`config.mk`:
```
export PLATFORM = sky130hd
export DESIGN_NAME = hybrid_addsub_seq
export DESIGN_NICKNAME = d
export VERILOG_FILES = /design/src/rtl/hybrid_addsub_pkg.sv /design/src/rtl/addsub_chunk.sv /design/src/rtl/hybrid_addsub_seq.sv
export SDC_FILE = /design/constraint.sdc
export NUM_CORES = 1
export LEC_CHECK = 0
export CORE_MARGIN = 2
export CORE_UTILIZATION = 25
export CTS_CLUSTER_SIZE = 25
export DETAILED_ROUTE_END_ITERATION = 8
export PLACE_DENSITY_LB_ADDON = 0.15
export SYNTH_ARGS = -nofsm -noshare
export SYNTH_HDL_FRONTEND = slang
export SYNTH_HIERARCHICAL = 1
export SYNTH_SLANG_ARGS = --single-unit
```
`constraint.sdc`:
```
create_clock -name clk -period 5.16 [get_ports clk]
set_input_delay 1.032 -clock clk [delete_from_list [all_inputs] [get_ports clk]]
set_output_delay 1.032 -clock clk [all_outputs]
set_load 0.02 [all_outputs]
```
`src/rtl/hybrid_addsub_pkg.sv`:
```
// Shared types and sizing helpers for the sequential hybrid add/subtract unit.
package hybrid_addsub_pkg;

  typedef enum logic [1:0] {
    ST_IDLE = 2'd0,
    ST_RUN  = 2'd1,
    ST_DONE = 2'd2
  } state_e;

  localparam logic MODE_ADD = 1'b0;
  localparam logic MODE_SUB = 1'b1;

  function automatic int unsigned nchunk(input int unsigned width, input int unsigned chunk);
    return width / chunk;
  endfunction

  // Index register width; never narrower than one bit.
  function automatic int unsigned idx_width(input int unsigned n);
    return (n <= 1) ? 1 : $clog2(n);
  endfunction

endpackage

```
`src/rtl/addsub_chunk.sv`:
```
// Combinational CHUNK-bit adder slice with carry into its MSB and carry out.
module addsub_chunk #(
  parameter int unsigned CHUNK = 4
) (
  input  logic [CHUNK-1:0] x_i,
  input  logic [CHUNK-1:0] y_i,
  input  logic             cin_i,
  output logic [CHUNK-1:0] sum_c,
  output logic             c_top_c,
  output logic             cout_c
);

  logic [CHUNK:0] total;

  always_comb begin
    total   = {1'b0, x_i} + {1'b0, y_i} + (CHUNK+1)'(cin_i);
    sum_c   = total[CHUNK-1:0];
    cout_c  = total[CHUNK];
    // Carry into the top bit recovered from that bit's sum equation.
    c_top_c = x_i[CHUNK-1] ^ y_i[CHUNK-1] ^ total[CHUNK-1];
  end

endmodule

```
`src/rtl/hybrid_addsub_seq.sv`:
```
// Multi-cycle WIDTH-bit add/subtract, one CHUNK-bit slice per clock, valid/ready on both sides.
// Optional build macro HYBRID_ADDSUB_SAT_EN clamps overflowing results to signed saturation.
module hybrid_addsub_seq
  import hybrid_addsub_pkg::*;
#(
  parameter int unsigned WIDTH = 16,
  parameter int unsigned CHUNK = 4
) (
  input  logic             clk,
  input  logic             rst,
  input  logic             in_valid,
  output logic             in_ready,
  input  logic [WIDTH-1:0] a,
  input  logic [WIDTH-1:0] b,
  input  logic             m,
  output logic             out_valid,
  input  logic             out_ready,
  output logic [WIDTH-1:0] s,
  output logic             c_msb,
  output logic             cout,
  output logic             overflow
);

  localparam int unsigned NCHUNK = nchunk(WIDTH, CHUNK);
  localparam int unsigned IDX_W  = idx_width(NCHUNK);

  if ((CHUNK == 0) || ((WIDTH % CHUNK) != 0)) begin : g_bad_cfg
    $error("hybrid_addsub_seq: WIDTH must be a nonzero multiple of CHUNK");
  end

  state_e           state_q, state_d;
  logic [WIDTH-1:0] a_q, a_d;
  logic [WIDTH-1:0] b_q, b_d;
  logic             carry_q, carry_d;
  logic [IDX_W-1:0] idx_q, idx_d;
  logic [WIDTH-1:0] s_q, s_d;
  logic             c_msb_q, c_msb_d;
  logic             cout_q, cout_d;
  logic             ovf_q, ovf_d;
  logic             in_ready_q, in_ready_d;
  logic             out_valid_q, out_valid_d;

  logic [CHUNK-1:0] x_sel, y_sel, ch_sum;
  logic             ch_top, ch_cout;
  logic [WIDTH-1:0] s_wr, s_fin;

  // Select the active slice of the latched operands.
  always_comb begin
    x_sel = '0;
    y_sel = '0;
    for (int k = 0; k < NCHUNK; k++) begin
      if (idx_q == IDX_W'(k)) begin
        x_sel = a_q[k*CHUNK +: CHUNK];
        y_sel = b_q[k*CHUNK +: CHUNK];
      end
    end
  end

  addsub_chunk #(.CHUNK(CHUNK)) u_chunk (
    .x_i    (x_sel),
    .y_i    (y_sel),
    .cin_i  (carry_q),
    .sum_c  (ch_sum),
    .c_top_c(ch_top),
    .cout_c (ch_cout)
  );

  // Result register with the current slice merged in.
  always_comb begin
    s_wr = s_q;
    for (int k = 0; k < NCHUNK; k++) begin
      if (idx_q == IDX_W'(k)) begin
        s_wr[k*CHUNK +: CHUNK] = ch_sum;
      end
    end
`ifdef HYBRID_ADDSUB_SAT_EN
    if (ch_top ^ ch_cout) begin
      s_fin = ch_cout ? {1'b1, {(WIDTH-1){1'b0}}} : {1'b0, {(WIDTH-1){1'b1}}};
    end else begin
      s_fin = s_wr;
    end
`else
    s_fin = s_wr;
`endif
  end

  always_comb begin
    state_d   = state_q;
    a_d       = a_q;
    b_d       = b_q;
    carry_d   = carry_q;
    idx_d     = idx_q;
    s_d       = s_q;
    c_msb_d   = c_msb_q;
    cout_d    = cout_q;
    ovf_d     = ovf_q;

    unique case (state_q)
      ST_IDLE: begin
        if (in_valid) begin
          a_d     = a;
          b_d     = (m == MODE_ADD) ? b : ~b;
          carry_d = (m == MODE_SUB);
          idx_d   = '0;
          state_d = ST_RUN;
        end
      end
      ST_RUN: begin
        carry_d = ch_cout;
        if (idx_q == IDX_W'(NCHUNK - 1)) begin
          s_d     = s_fin;
          c_msb_d = ch_top;
          cout_d  = ch_cout;
          ovf_d   = ch_top ^ ch_cout;
          state_d = ST_DONE;
        end else begin
          s_d   = s_wr;
          idx_d = idx_q + IDX_W'(1);
        end
      end
      ST_DONE: begin
        if (out_ready) begin
          state_d = ST_IDLE;
        end
      end
      default: state_d = ST_IDLE;
    endcase

    in_ready_d  = (state_d == ST_IDLE);
    out_valid_d = (state_d == ST_DONE);
  end

  always_ff @(posedge clk or posedge rst) begin
    if (rst) begin
      state_q     <= ST_IDLE;
      a_q         <= '0;
      b_q         <= '0;
      carry_q     <= 1'b0;
      idx_q       <= '0;
      s_q         <= '0;
      c_msb_q     <= 1'b0;
      cout_q      <= 1'b0;
      ovf_q       <= 1'b0;
      in_ready_q  <= 1'b1;
      out_valid_q <= 1'b0;
    end else begin
      state_q     <= state_d;
      a_q         <= a_d;
      b_q         <= b_d;
      carry_q     <= carry_d;
      idx_q       <= idx_d;
      s_q         <= s_d;
      c_msb_q     <= c_msb_d;
      cout_q      <= cout_d;
      ovf_q       <= ovf_d;
      in_ready_q  <= in_ready_d;
      out_valid_q <= out_valid_d;
    end
  end

  assign in_ready  = in_ready_q;
  assign out_valid = out_valid_q;
  assign s         = s_q;
  assign c_msb     = c_msb_q;
  assign cout      = cout_q;
  assign overflow  = ovf_q;

endmodule

```
==> impl_results.md, run 1 <==
- Status: complete, no violations
- Max Slew Vio Count: 0
- DRT iter0 DRCs: 60
- Post-CTS Setup Repair Bufs: 0
- Worst-path clk slew: 0.05 ns
- Nets: about 340
- Share of layout cells above drive strength 1: 15.23%
- Hold_buf cts: 0
- CTS resizes: 0
- # port buffers: 57
- Final setup fails: 0
- Async SR Flop Fraction: 100.0%
- Most area-consuming cells after synthesis: dfrtp_1 50%, mux2_4 6.3%, xnor2_1 4.9%, mux2_1 4.3%, a21oi_1 3.3%
- Post-synth top cells: 57 x dfrtp_1, 19 x a21oi_1, 16 x nor2_1, 16 x xnor2_1, 14 x inv_1
- Via density: 4.339
- Area of the multi-input gates: 1271 µm²
- FF-to-FF End: carry_q$_DFFE_PP0P_
- Mux contribution to synthesized area: between 10% and 20%
- Per-cell routed wire length: between 10 and 15 µm
- Final period util: 64.40%
- Non-filler cells, final: 445
- Pwr/cell area: 761.9 nW/µm²
- IO Pins: 58
- Number of global-route vias before repair: 2009
- Synthesized area: 2863 µm²
- Die Ht: 111.0 µm
- First-pass GRT wire length: about 10000 µm
- Detailed Routing Iterations Pass 1: 4
- Clock Skews: 0.004504 ns
- Min-delay src: overflow$_DFFE_PP0P_
- Synth Flop Type: dfrtp_1
- Num CTS Buffers: 9
- Slowest CP cell: nor2b_1
- Post-Synth Simple-Gate Area: 10.10%
- Startpoint types: flop
- Power Total: 2919 µW
- Cell Rows: 39
- Post-synthesis compound-gate area fraction: between 10% and 20%
- Worst VDD drop: between 300 and 400 µV
- Routed vias: a little under 2000
- Worst hold-check path type: reg -> reg
- Die Wd: 111.0 µm
- CTS Root Cell: clkbuf_16
- Post-Synth Adder-Cell Area: 4.458%
- Critical path's largest stage delay: approximately 0.52 ns
- Synthesized flop and latch total: 58
- Seq. cell area: approximately 1500 µm²
- Fmax achieved: 300.9 MHz
- Overall Global Routing Usage: 10.78%
- H-tree depth: 3
- Final hold vios: 0
- Sequential share of the synthesized area: about half
- Worst reg2reg path depth: 13
- Starting Density: roughly 25%
- Slew HR: 38.00%
- Worst slew pin tran: 0.9270 ns
- Fin crit period: 3.323 ns
- Post-Syn Area per Cell: 11.88 µm²
- Post-route ant nets: 0
- Critical Path RT: 5.39 ns
- Largest family of logic cells by synthesized area: multiplexers
- Number of flops mapped to enable cells by yosys: 0
- XOR/XNOR Fraction of Synth Area: 5.813%
- Drt drc: 0
- Pin count of the biggest net entering global routing: 52
- GP Congestion: 0.7628
- Syn. warnings: 6
- Area leader, netlist: dfrtp_1
- Syn-to-layout area delta: 33.83%
- Core area: around 11000 µm²
- WL final: 6257 µm
- Hold EP: overflow$_DFFE_PP0P_
- Area of the die: ~12000 µm²
- P_leak: 0.001611 µW
- RSZ-0062 raised after global routing: no
- Crit-path cells: inv_1, ha_1, nor2b_1, a22oi_1, a221oi_1, fa_1, inv_1, fa_1, nor2b_1, o21ai_0, nand2b_1, nor3b_1, a211oi_1
- Initial antenna violation count: 0
- Critical path peak fanout: 10
- Clk_lat worst skew: approximately 0.32 ns
- HPWL after detailed placement: 4619 µm
- Synth cell types: 35
- Inserted Diodes: 0
- Synth top area share: 49.83%
- TritonCTS clock tree: built
- Hold path depth: 2
- CTS sink count: 58
- # fillers: 1146
- Clk buf depth: 2
- Grt total ovfl: 0
- Inst Count DP: between 400 and 500
- Top-count cell post-synth: dfrtp_1
- Reg2reg setup slack: ~1.8 ns
- Setup TNS: 0 ns
- Max-Cap Viols: 0
- Crit Path Class: reg -> reg
- Worst R2R Start: idx_q[1]$_DFFE_PP0P_
- Synth Net Count: 287
- Critical Path AT: 3.55 ns
- Gate Count Post-Synth: approximately 240
- Setup crit end kind: flop
[flip-flops by register name, indices dropped and copies added (netlist names)]
register and cells:
state_q 2, a_q 16, out_valid 1, carry_q 1, idx_q 2, in_ready 1
s 16, cout 1, b_q 16, c_msb 1, overflow 1
[cells in the final DEF (no fill, tap or decap), drive strengths merged, types with 3 or more instances in the layout]
| master | Yosys | layout |
|---|---|---|
| a21oi | 19 | 19 |
| a221oi | 5 | 5 |
| a22oi | 8 | 8 |
| clkbuf | 1 | 13 |
| clkdlybuf4s50 | 0 | 57 |
| dfrtp | 57 | 57 |
| ha | 7 | 7 |
| inv | 14 | 14 |
| mux2 | 31 | 31 |
| nand2 | 12 | 12 |
| nand2b | 6 | 6 |
| nand3 | 3 | 3 |
| nor2 | 16 | 16 |
| nor3b | 7 | 7 |
| o21ai | 9 | 9 |
| o22ai | 3 | 3 |
| xnor2 | 16 | 16 |
| xor2 | 3 | 3 |
[per-layer routing]
metal	track usage (%)	up-vias	share of wire, %
li1	-	940	-
met1	13.81	925	48
met2	16.61	56	45
met3	3.827	10	5.4
met4	4.444	0	1.9
met5	0	-	0
[through the flow]
step | setup slack, ns | utilization, % | cell area [µm²] | hold slack [ns]
floorplan | 2.426 | - | 2863 | 0.4585
global placement | 1.990 | 31.41 | 3541 | 0.4829
detailed placement | 1.850 | 31.41 | 3541 | 0.4819
CTS | 1.827 | 33.99 | 3831 | 0.4929
global route | 1.589 | 33.99 | 3831 | 0.5232
finish | 1.837 | 33.99 | 3831 | 0.4869
[critical path: cells and delay by family, from the launching register on]
family                   cells  cell delay (ns)
flip-flops                   1             0.41
buffers and inverters        2             0.15
AO/OA/AOI/OAI                4             0.80
adder cells (fa/ha/maj)      3             1.00
AND/OR/NAND/NOR              4             0.87
[layout make-up]
cell class,instances,area share (%)
multi-input combinational,156,33.18
sequential,58,37.92
clock inverter,2,0.2613
timing repair buffer,59,15.28
tap,143,4.670
inverter,14,1.372
clock buffer,13,7.315
[kinds of logic (layout without fill, tap and decap cells)]
logic type | count (synthesis) | after routing
DFF | 58 | 58
and+or+nand+nor | 49 | 49
AOI/OAI and AO/OA | 48 | 48
muxes | 31 | 31
buffers and inverters | 27 | 88
xor gates and xnor gates | 19 | 19
adders and majority gates | 9 | 9
[worst max-delay path by stage]
stage,start,endpoint,cells after the start
2_1_floorplan,idx_q[1]$_DFFE_PP0P_,overflow$_DFFE_PP0P_,15
3_3_place_gp,idx_q[1]$_DFFE_PP0P_,overflow$_DFFE_PP0P_,13
3_5_place_dp,idx_q[1]$_DFFE_PP0P_,carry_q$_DFFE_PP0P_,13
4_1_cts,idx_q[1]$_DFFE_PP0P_,carry_q$_DFFE_PP0P_,13
5_1_grt,idx_q[1]$_DFFE_PP0P_,carry_q$_DFFE_PP0P_,13
6_report,idx_q[1]$_DFFE_PP0P_,carry_q$_DFFE_PP0P_,13
[where the power goes]
part	switching, µW	internal (µW)
clock network	192	372
registers	145	693
logic	775	742
Note: power is estimated with default switching activity, not from simulation.
==> run 2, diff against run 1 <==
==> constraint.sdc (replaced) <==
create_clock -name clk -period 2.9 [get_ports clk]
set_input_delay 0.58 -clock clk [delete_from_list [all_inputs] [get_ports clk]]
set_output_delay 0.58 -clock clk [all_outputs]
set_load 0.02 [all_outputs]
==> run 2 against run 1 <==
  * Worst hold slack improved by 0.0030 ns
  * Wire length rose by 0.56%
  * Count of clock-buffer cells in the layout fell by 1
  * Combinational power rose by 96%
  * Sequential power rose by 79%
  * Register-to-register slack got worse by 1.7 ns
  * Core utilization rose by 1.0 points
  * Critical path type unchanged
  * Highest routed layer unchanged
==> impl_results.md, run 2 (synthesis gave the netlist of run 1 again) <==
- Grt total ovfl: 0 (unchanged)
- Area of the multi-input gates: 1315 µm² (+3.4%)
- Length of routed met2 wiring: 2863 µm (+1.6%)
- Worst reg2reg path depth: 11 (-2)
- Die Wd: 111.0 µm (unchanged)
- GP Congestion: 0.8097 (+6.1%)
- Hold_buf cts: 0 (unchanged)
- P_leak: 0.001648 µW (+2.3%)
- Setup crit end kind: flop
- First-pass GRT wire length: 10470 µm (+1.5%)
- Pwr/cell area: 1378 nW/µm² (+81%)
- WL final: 6292 µm (+0.56%)
- Num CTS Buffers: 9 (unchanged)
- Worst-path clk slew: 0.05 ns (about the same)
- Commonest non-fill, non-tap cell in the layout: clkdlybuf4s50_1
- Overall Global Routing Usage: 10.81% (+0.037 points)
- Post-route ant nets: 0 (unchanged)
- Seq. cell area: 1455 µm² (+0.17%)
- Hold path depth: 1 (-1)
- Met3 wire len: 308 µm (-9.1%)
- Status: complete, no violations
- Routed vias: 1925 (-0.31%)
- IO Pins: 58 (unchanged)
- Max-Cap Viols: 0 (unchanged)
- Detailed Routing Iterations Pass 1: 4 (unchanged)
- Critical path peak fanout: 7 (-3)
- Nets: 352 (+2.3%)
- Starting Density: 25.40% (unchanged)
- Number of global-route vias before repair: 2026 (+0.85%)
- Inserted Diodes: 0 (unchanged)
- Clk_lat worst skew: 0.32 ns (about the same)
- Die Ht: 111.0 µm (unchanged)
- Via density: 4.249 (-2.1%)
- Critical Path AT: 2.95 ns (-0.60 ns)
- Startpoint types: flop
- Clk buf depth: 2 (unchanged)
- Per-cell routed wire length: 13.89 µm (-1.2%)
- Final period util: 94.81% (+30 points)
- Met1 Routed Length: 3017 µm (+1.1%)
- Final Cell Area: 3944 µm² (+2.9%)
- Hold EP: a_q[1]$_DFFE_PP0P_
- Final hold vios: 0 (unchanged)
- Core area: 11270 µm² (unchanged)
- # port buffers: 57 (unchanged)
- Fmax achieved: 363.7 MHz (+21%)
- Area of the die: 12320 µm² (unchanged)
- Initial antenna violation count: 0 (unchanged)
- Pin count of the biggest net entering global routing: 52 (unchanged)
- Final setup fails: 0 (unchanged)
- Cell Rows: 39 (unchanged)
- Max Slew Vio Count: 0 (unchanged)
- Drt drc: 0 (unchanged)
- CTS Root Cell: clkbuf_16
- Clock Skews: 0.004650 ns (+0.0001458 ns)
- Critical Path RT: 3.10 ns (-2.29 ns)
- Syn-to-layout area delta: 37.76%
- Worst R2R Start: idx_q[0]$_DFFE_PP0P_
- FF-to-FF End: s[7]$_DFFE_PP0P_
- HPWL after detailed placement: 4669 µm (+1.1%)
- Min-delay src: a_q[1]$_DFFE_PP0P_
- TritonCTS clock tree: built
- CTS sink count: 58 (unchanged)
- Share of layout cells above drive strength 1: 21.29% (+6.1 points)
- Slew HR: 60.82% (+23 points)
- Fin crit period: 2.749 ns (-0.5738 ns)
- H-tree depth: 3 (unchanged)
- Crit Path Class: reg -> reg
- Worst VDD drop: 566.4 µV (+74%)
- DRT iter0 DRCs: 71 (+18%)
- RSZ-0062 raised after global routing: no
- Worst slew pin tran: 0.5869 ns (-0.3402 ns)
- Top layer in use: met4
- Placed Area: 3618 µm² (+2.2%)
- Worst hold-check path type: reg -> reg
- Most frequent cells in the layout: 57 x clkdlybuf4s50_1, 55 x dfrtp_1, 18 x a21oi_1, 16 x xnor2_1, 15 x nor2_1
- Reg2reg setup slack: 0.15 ns (-1.69 ns)
- Setup TNS: 0 ns (unchanged)
- # fillers: 1171 (+2.2%)
-- run 2: cell types whose count changed in the layout (fill, tap and decap cells not counted), sizes merged --
cell	delta
buf	+8
clkbuf	-1
clkinv	+1
-- run 2: critical path: stages, from the launching register on --
cell and delay, ns:
dfrtp_2 0.44, inv_1 0.10, ha_2 0.21, nor2b_2 0.16, buf_4 0.16, a22oi_1 0.08
a221oi_1 0.33, ha_1 0.34, a21oi_1 0.20, nand2_2 0.12, xor2_2 0.19, mux2_4 0.28
-- run 2: area by class of cell --
cell class / count / share of cell area [%]
sequential: 58 / 36.90
inverter: 14 / 1.332
multi-input combinational: 156 / 33.34
clock buffer: 12 / 6.504
timing repair buffer: 67 / 17.01
tap: 143 / 4.537
clock inverter: 3 / 0.3807
-- run 2: how the worst max path moves through the flow --
stage / from / to / slack [ns] / cells after the start
after floorplan: idx_q[1]$_DFFE_PP0P_ / overflow$_DFFE_PP0P_ / 0.17 / 15
after global placement: idx_q[1]$_DFFE_PP0P_ / overflow$_DFFE_PP0P_ / 0.06 / 13
after detailed placement: idx_q[0]$_DFFE_PP0P_ / overflow$_DFFE_PP0P_ / 0.05 / 12
after CTS: idx_q[0]$_DFFE_PP0P_ / carry_q$_DFFE_PP0P_ / 0.02 / 13
after global routing: idx_q[1]$_DFFE_PP0P_ / s[7]$_DFFE_PP0P_ / 0.004 / 11
final: idx_q[0]$_DFFE_PP0P_ / s[7]$_DFFE_PP0P_ / 0.15 / 11
-- run 2: power breakdown --
| group | switching [µW] | total (µW) | internal [µW] |
|---|---|---|---|
| Combinational | 1480 | 2980 | 1510 |
| Clock | 339 | 952 | 613 |
| Sequential | 262 | 1500 | 1240 |
| Total | 2080 | 5440 | 3360 |
-- run 2: metal layers --
layer | GRT usage [%] | up-vias
li1 | - | 958
met4 | 3.457 | 0
met3 | 3.390 | 11
met1 | 14.47 | 903
met2 | 16.77 | 53
met5 | 0 | -
-- run 2: per-stage QoR --
step	utilization [%]	power [µW]	instances	worst slack, ns	hold WS [ns]
detailed placement	32.10	4412	437	0.04708	0.4809
global placement	32.10	4379	437	0.06391	0.4821
finish	34.99	5435	453	0.1506	0.4899
CTS	34.51	5393	452	0.02313	0.4914
global route	34.99	5879	453	0.004018	0.5077
floorplan	-	3436	241	0.1661	0.4585
-- run 2: repair_timing --
action                                  in CTS  in global routing
resized for setup                            0                 14
buffers inserted                             0                  1
endpoints found under the setup margin       0                 15
==> run 3, diff against run 2 <==
--- a/config.mk
+++ b/config.mk
@@ -5,6 +5,7 @@
 export SDC_FILE = /design/constraint.sdc
 export NUM_CORES = 1
 export LEC_CHECK = 0
+export ABC_AREA = 1
 export CORE_MARGIN = 2
 export CORE_UTILIZATION = 25
 export CTS_CLUSTER_SIZE = 25
==> run 3 against run 2 <==
  * Setup slack gained 0.20 ns
  * Clock power is 6% higher
  * Wire length rose by 7.9%
  * Combinational power fell by 22%
  * Total power down 13%
  * Critical path depth unchanged
  * Core utilization decreased by 0.69 points
  * Critical endpoint is now s[1]$_DFFE_PP0P_
  * Highest routed layer unchanged
==> impl_results.md, run 3 <==
- Starting Density: 25.59% (+0.19 points)
- Most area-consuming cells after synthesis: dfrtp_1 49%, nand2_1 21%, xor2_1 5.1%, inv_1 3.6%, a21oi_1 3.1%
- Critical Path AT: 2.79 ns (-0.16 ns)
- Non-filler cells, final: 562 (+24%)
- Synth Net Count: 401 (+40%)
- Grt total ovfl: 0 (unchanged)
- Post-route ant nets: 0 (unchanged)
- Most frequent cells in the layout: 163 x nand2_1, 57 x dfrtp_1, 57 x clkdlybuf4s50_1, 27 x inv_1, 18 x a21oi_1
- Placed Area: 3613 µm² (-0.14%)
- Setup TNS: 0 ns (unchanged)
- Sequential share of the synthesized area: 49.94% (-0.81 points)
- Final setup fails: 0 (unchanged)
- Async SR Flop Fraction: 100.0% (unchanged)
- Commonest non-fill, non-tap cell in the layout: nand2_1
- Num CTS Buffers: 9 (unchanged)
- # port buffers: 57 (unchanged)
- Detailed Routing Iterations Pass 1: 4 (unchanged)
- Post-CTS Setup Repair Bufs: 0 (unchanged)
- Crit Path Class: reg -> reg
- Clock Skews: 0.005512 ns (+0.0008625 ns)
- Critical path peak fanout: 12 (+5)
- CTS sink count: 58 (unchanged)
- Syn. warnings: 6 (unchanged)
- Drt drc: 0 (unchanged)
- Critical Path Start: idx_q[0]$_DFFE_PP0P_
- H-tree depth: 3 (unchanged)
- Area leader, netlist: dfrtp_1
- GP Congestion: 0.8914 (+10%)
- Gate Count Post-Synth: 355 (+47%)
- Nets: 460 (+31%)
- Area of the multi-input gates: 1242 µm² (-5.5%)
- Clk buf depth: 2 (unchanged)
- Synth cell types: 24 (-31%)
- P_leak: 0.001967 µW (+19%)
- Routed vias: 2339 (+22%)
- RSZ-0062 raised after global routing: no
- Final hold vios: 0 (unchanged)
- Core area: 11370 µm² (+0.87%)
- Slew HR: 56.05% (-4.8 points)
- Worst-path clk slew: 0.05 ns (about the same)
- Placement Setup Slack: 0.3237 ns (+0.2766 ns)
- Synth Flop Type: dfrtp_1
- Initial antenna violation count: 0 (unchanged)
- IO Pins: 58 (unchanged)
- Syn-to-layout area delta: 34.06%
- Synthesized area: 2909 µm² (+1.6%)
- Reg2reg setup slack: 0.35 ns (+0.20 ns)
- HPWL after detailed placement: 5092 µm (+9.1%)
- Max Slew Vio Count: 0 (unchanged)
- Hold_buf cts: 0 (unchanged)
- Power Total: 4748 µW (-13%)
- TritonCTS clock tree: built
- Die Wd: 111.9 µm (+0.77%)
- Seq. cell area: 1453 µm² (-0.17%)
- Inserted Diodes: 0 (unchanged)
- Worst hold-check path type: reg -> reg
- Final worst slack: 0.3509 ns (+0.2002 ns)
- Cell Rows: 39 (unchanged)
- Setup crit end kind: flop
- Worst VDD drop: 511.8 µV (-9.6%)
- CP endpoint: s[1]$_DFFE_PP0P_
- Final period util: 87.90% (-6.9 points)
- Worst slew pin tran: 0.6583 ns (+0.07143 ns)
- CTS Root Cell: clkbuf_16
- Post-Syn Area per Cell: 8.194 µm² (-31%)
- Die Ht: 111.9 µm (+0.77%)
- Fin crit period: 2.549 ns (-0.2002 ns)
- Via density: 4.162 (-2.1%)
- Fmax achieved: 392.3 MHz (+7.9%)
- Number of global-route vias before repair: 2387 (+18%)
- First-pass GRT wire length: 11470 µm (+9.6%)
- Overall Global Routing Usage: 11.58% (+0.77 points)
- Clk_lat worst skew: 0.33 ns (about the same)
- Per-cell routed wire length: 12.09 µm (-13%)
- Post-synth top cells: 163 x nand2_1, 57 x dfrtp_1, 28 x inv_1, 18 x a21oi_1, 17 x xor2_1
- Area of the die: 12510 µm² (+1.6%)
- Inst Count DP: 546 (+25%)
- Pin count of the biggest net entering global routing: 37 (-29%)
- Final Cell Area: 3900 µm² (-1.1%)
- CTS resizes: 0 (unchanged)
- # fillers: 1231 (+5.1%)
- Startpoint types: flop
- Number of flops mapped to enable cells by yosys: 0 (unchanged)
- Pwr/cell area: 1217 nW/µm² (-12%)
- Worst R2R Start: idx_q[0]$_DFFE_PP0P_
- Synthesized flop and latch total: 58 (unchanged)
- FF-to-FF End: s[1]$_DFFE_PP0P_
- Top-count cell post-synth: nand2_1
- Share of layout cells above drive strength 1: 7.637% (-14 points)
- Status: complete, no violations
- Synth top area share: 49.03% (-0.79 points)
- Worst reg2reg path depth: 11 (unchanged)
- Max-Cap Viols: 0 (unchanged)
- WL final: 6792 µm (+7.9%)
- Critical Path RT: 3.14 ns (+0.04 ns)
- DRT iter0 DRCs: 118 (+66%)
==> run 3: cell types whose count changed in the layout (fill, tap and decap cells not counted), moves of 7 or more <==
cell / previous run / this run
inv_1: 13 / 27
mux2_2: 8 / 0
xor2_1: 2 / 17
nor2_1: 15 / 2
a22oi_1: 7 / 0
nand3_1: 3 / 16
xnor2_1: 16 / 1
o21ai_0: 8 / 16
nand2_1: 8 / 163
mux2_4: 12 / 0
mux2_1: 11 / 0
==> run 3: kinds of logic after synthesis <==
logic type	count (synthesis)	synth area share [%]
fa+ha+maj	9	4.387
compound gates	40	7.398
flops	58	49.94
buf+inv	44	7.355
simple gates	186	25.51
xor+xnor	18	5.419
==> run 3: layer usage <==
layer	GRT usage (%)	routed length [µm]	part of all wire (%)
met1	15.27	3347	49
met2	17.78	2946	43
met3	3.048	342	5.0
met4	5.432	156	2.3
met5	0	0	0
==> run 3: area by class of cell <==
class                   instances  share of cell area (%)
inverters                      29                   2.855
well taps                     143                   4.588
flip-flops and latches         58                   37.25
clock inverters                 6                   1.476
clock buffers                  10                   5.871
repair buffers                 63                   16.11
multi-input cells             253                   31.86
==> run 3: worst min-delay path by stage <==
stage                              startpoint  cells after the start                  end
after floorplan           a_q[13]$_DFFE_PP0P_                      2  a_q[13]$_DFFE_PP0P_
after global placement       s[0]$_DFFE_PP0P_                      2     s[0]$_DFFE_PP0P_
after detailed placement   b_q[1]$_DFFE_PP0P_                      2   b_q[1]$_DFFE_PP0P_
after CTS                  b_q[1]$_DFFE_PP0P_                      2   b_q[1]$_DFFE_PP0P_
after global routing       b_q[9]$_DFFE_PP0P_                      2   b_q[9]$_DFFE_PP0P_
final                     b_q[14]$_DFFE_PP0P_                      2  b_q[14]$_DFFE_PP0P_
==> run 3: power by group <==
group	switching, µW	leakage (µW)	total [µW]	internal [µW]
Clock	355	0.000142	1010	657
Sequential	222	0.000727	1420	1200
Combinational	1430	0.00110	2320	886
==> run 3: worst max-delay path, cell delays in order (launching register included) <==
cell     delay [ns]
dfrtp_1        0.41
inv_1          0.11
ha_1           0.42
a21oi_1        0.12
nand2_1        0.09
nand2_1        0.07
fa_1           0.46
inv_1          0.09
fa_1           0.40
inv_1          0.06
inv_1          0.06
o21ai_0        0.16
==> run 3: through the flow <==
| stage | utilization, % | hold slack, ns |
|---|---|---|
| floorplan | - | 0.4487 |
| detailed placement | 31.78 | 0.4671 |
| finish | 34.30 | 0.4754 |
| global placement | 31.78 | 0.4686 |
| CTS | 34.30 | 0.4823 |
| global route | 34.30 | 0.5103 |
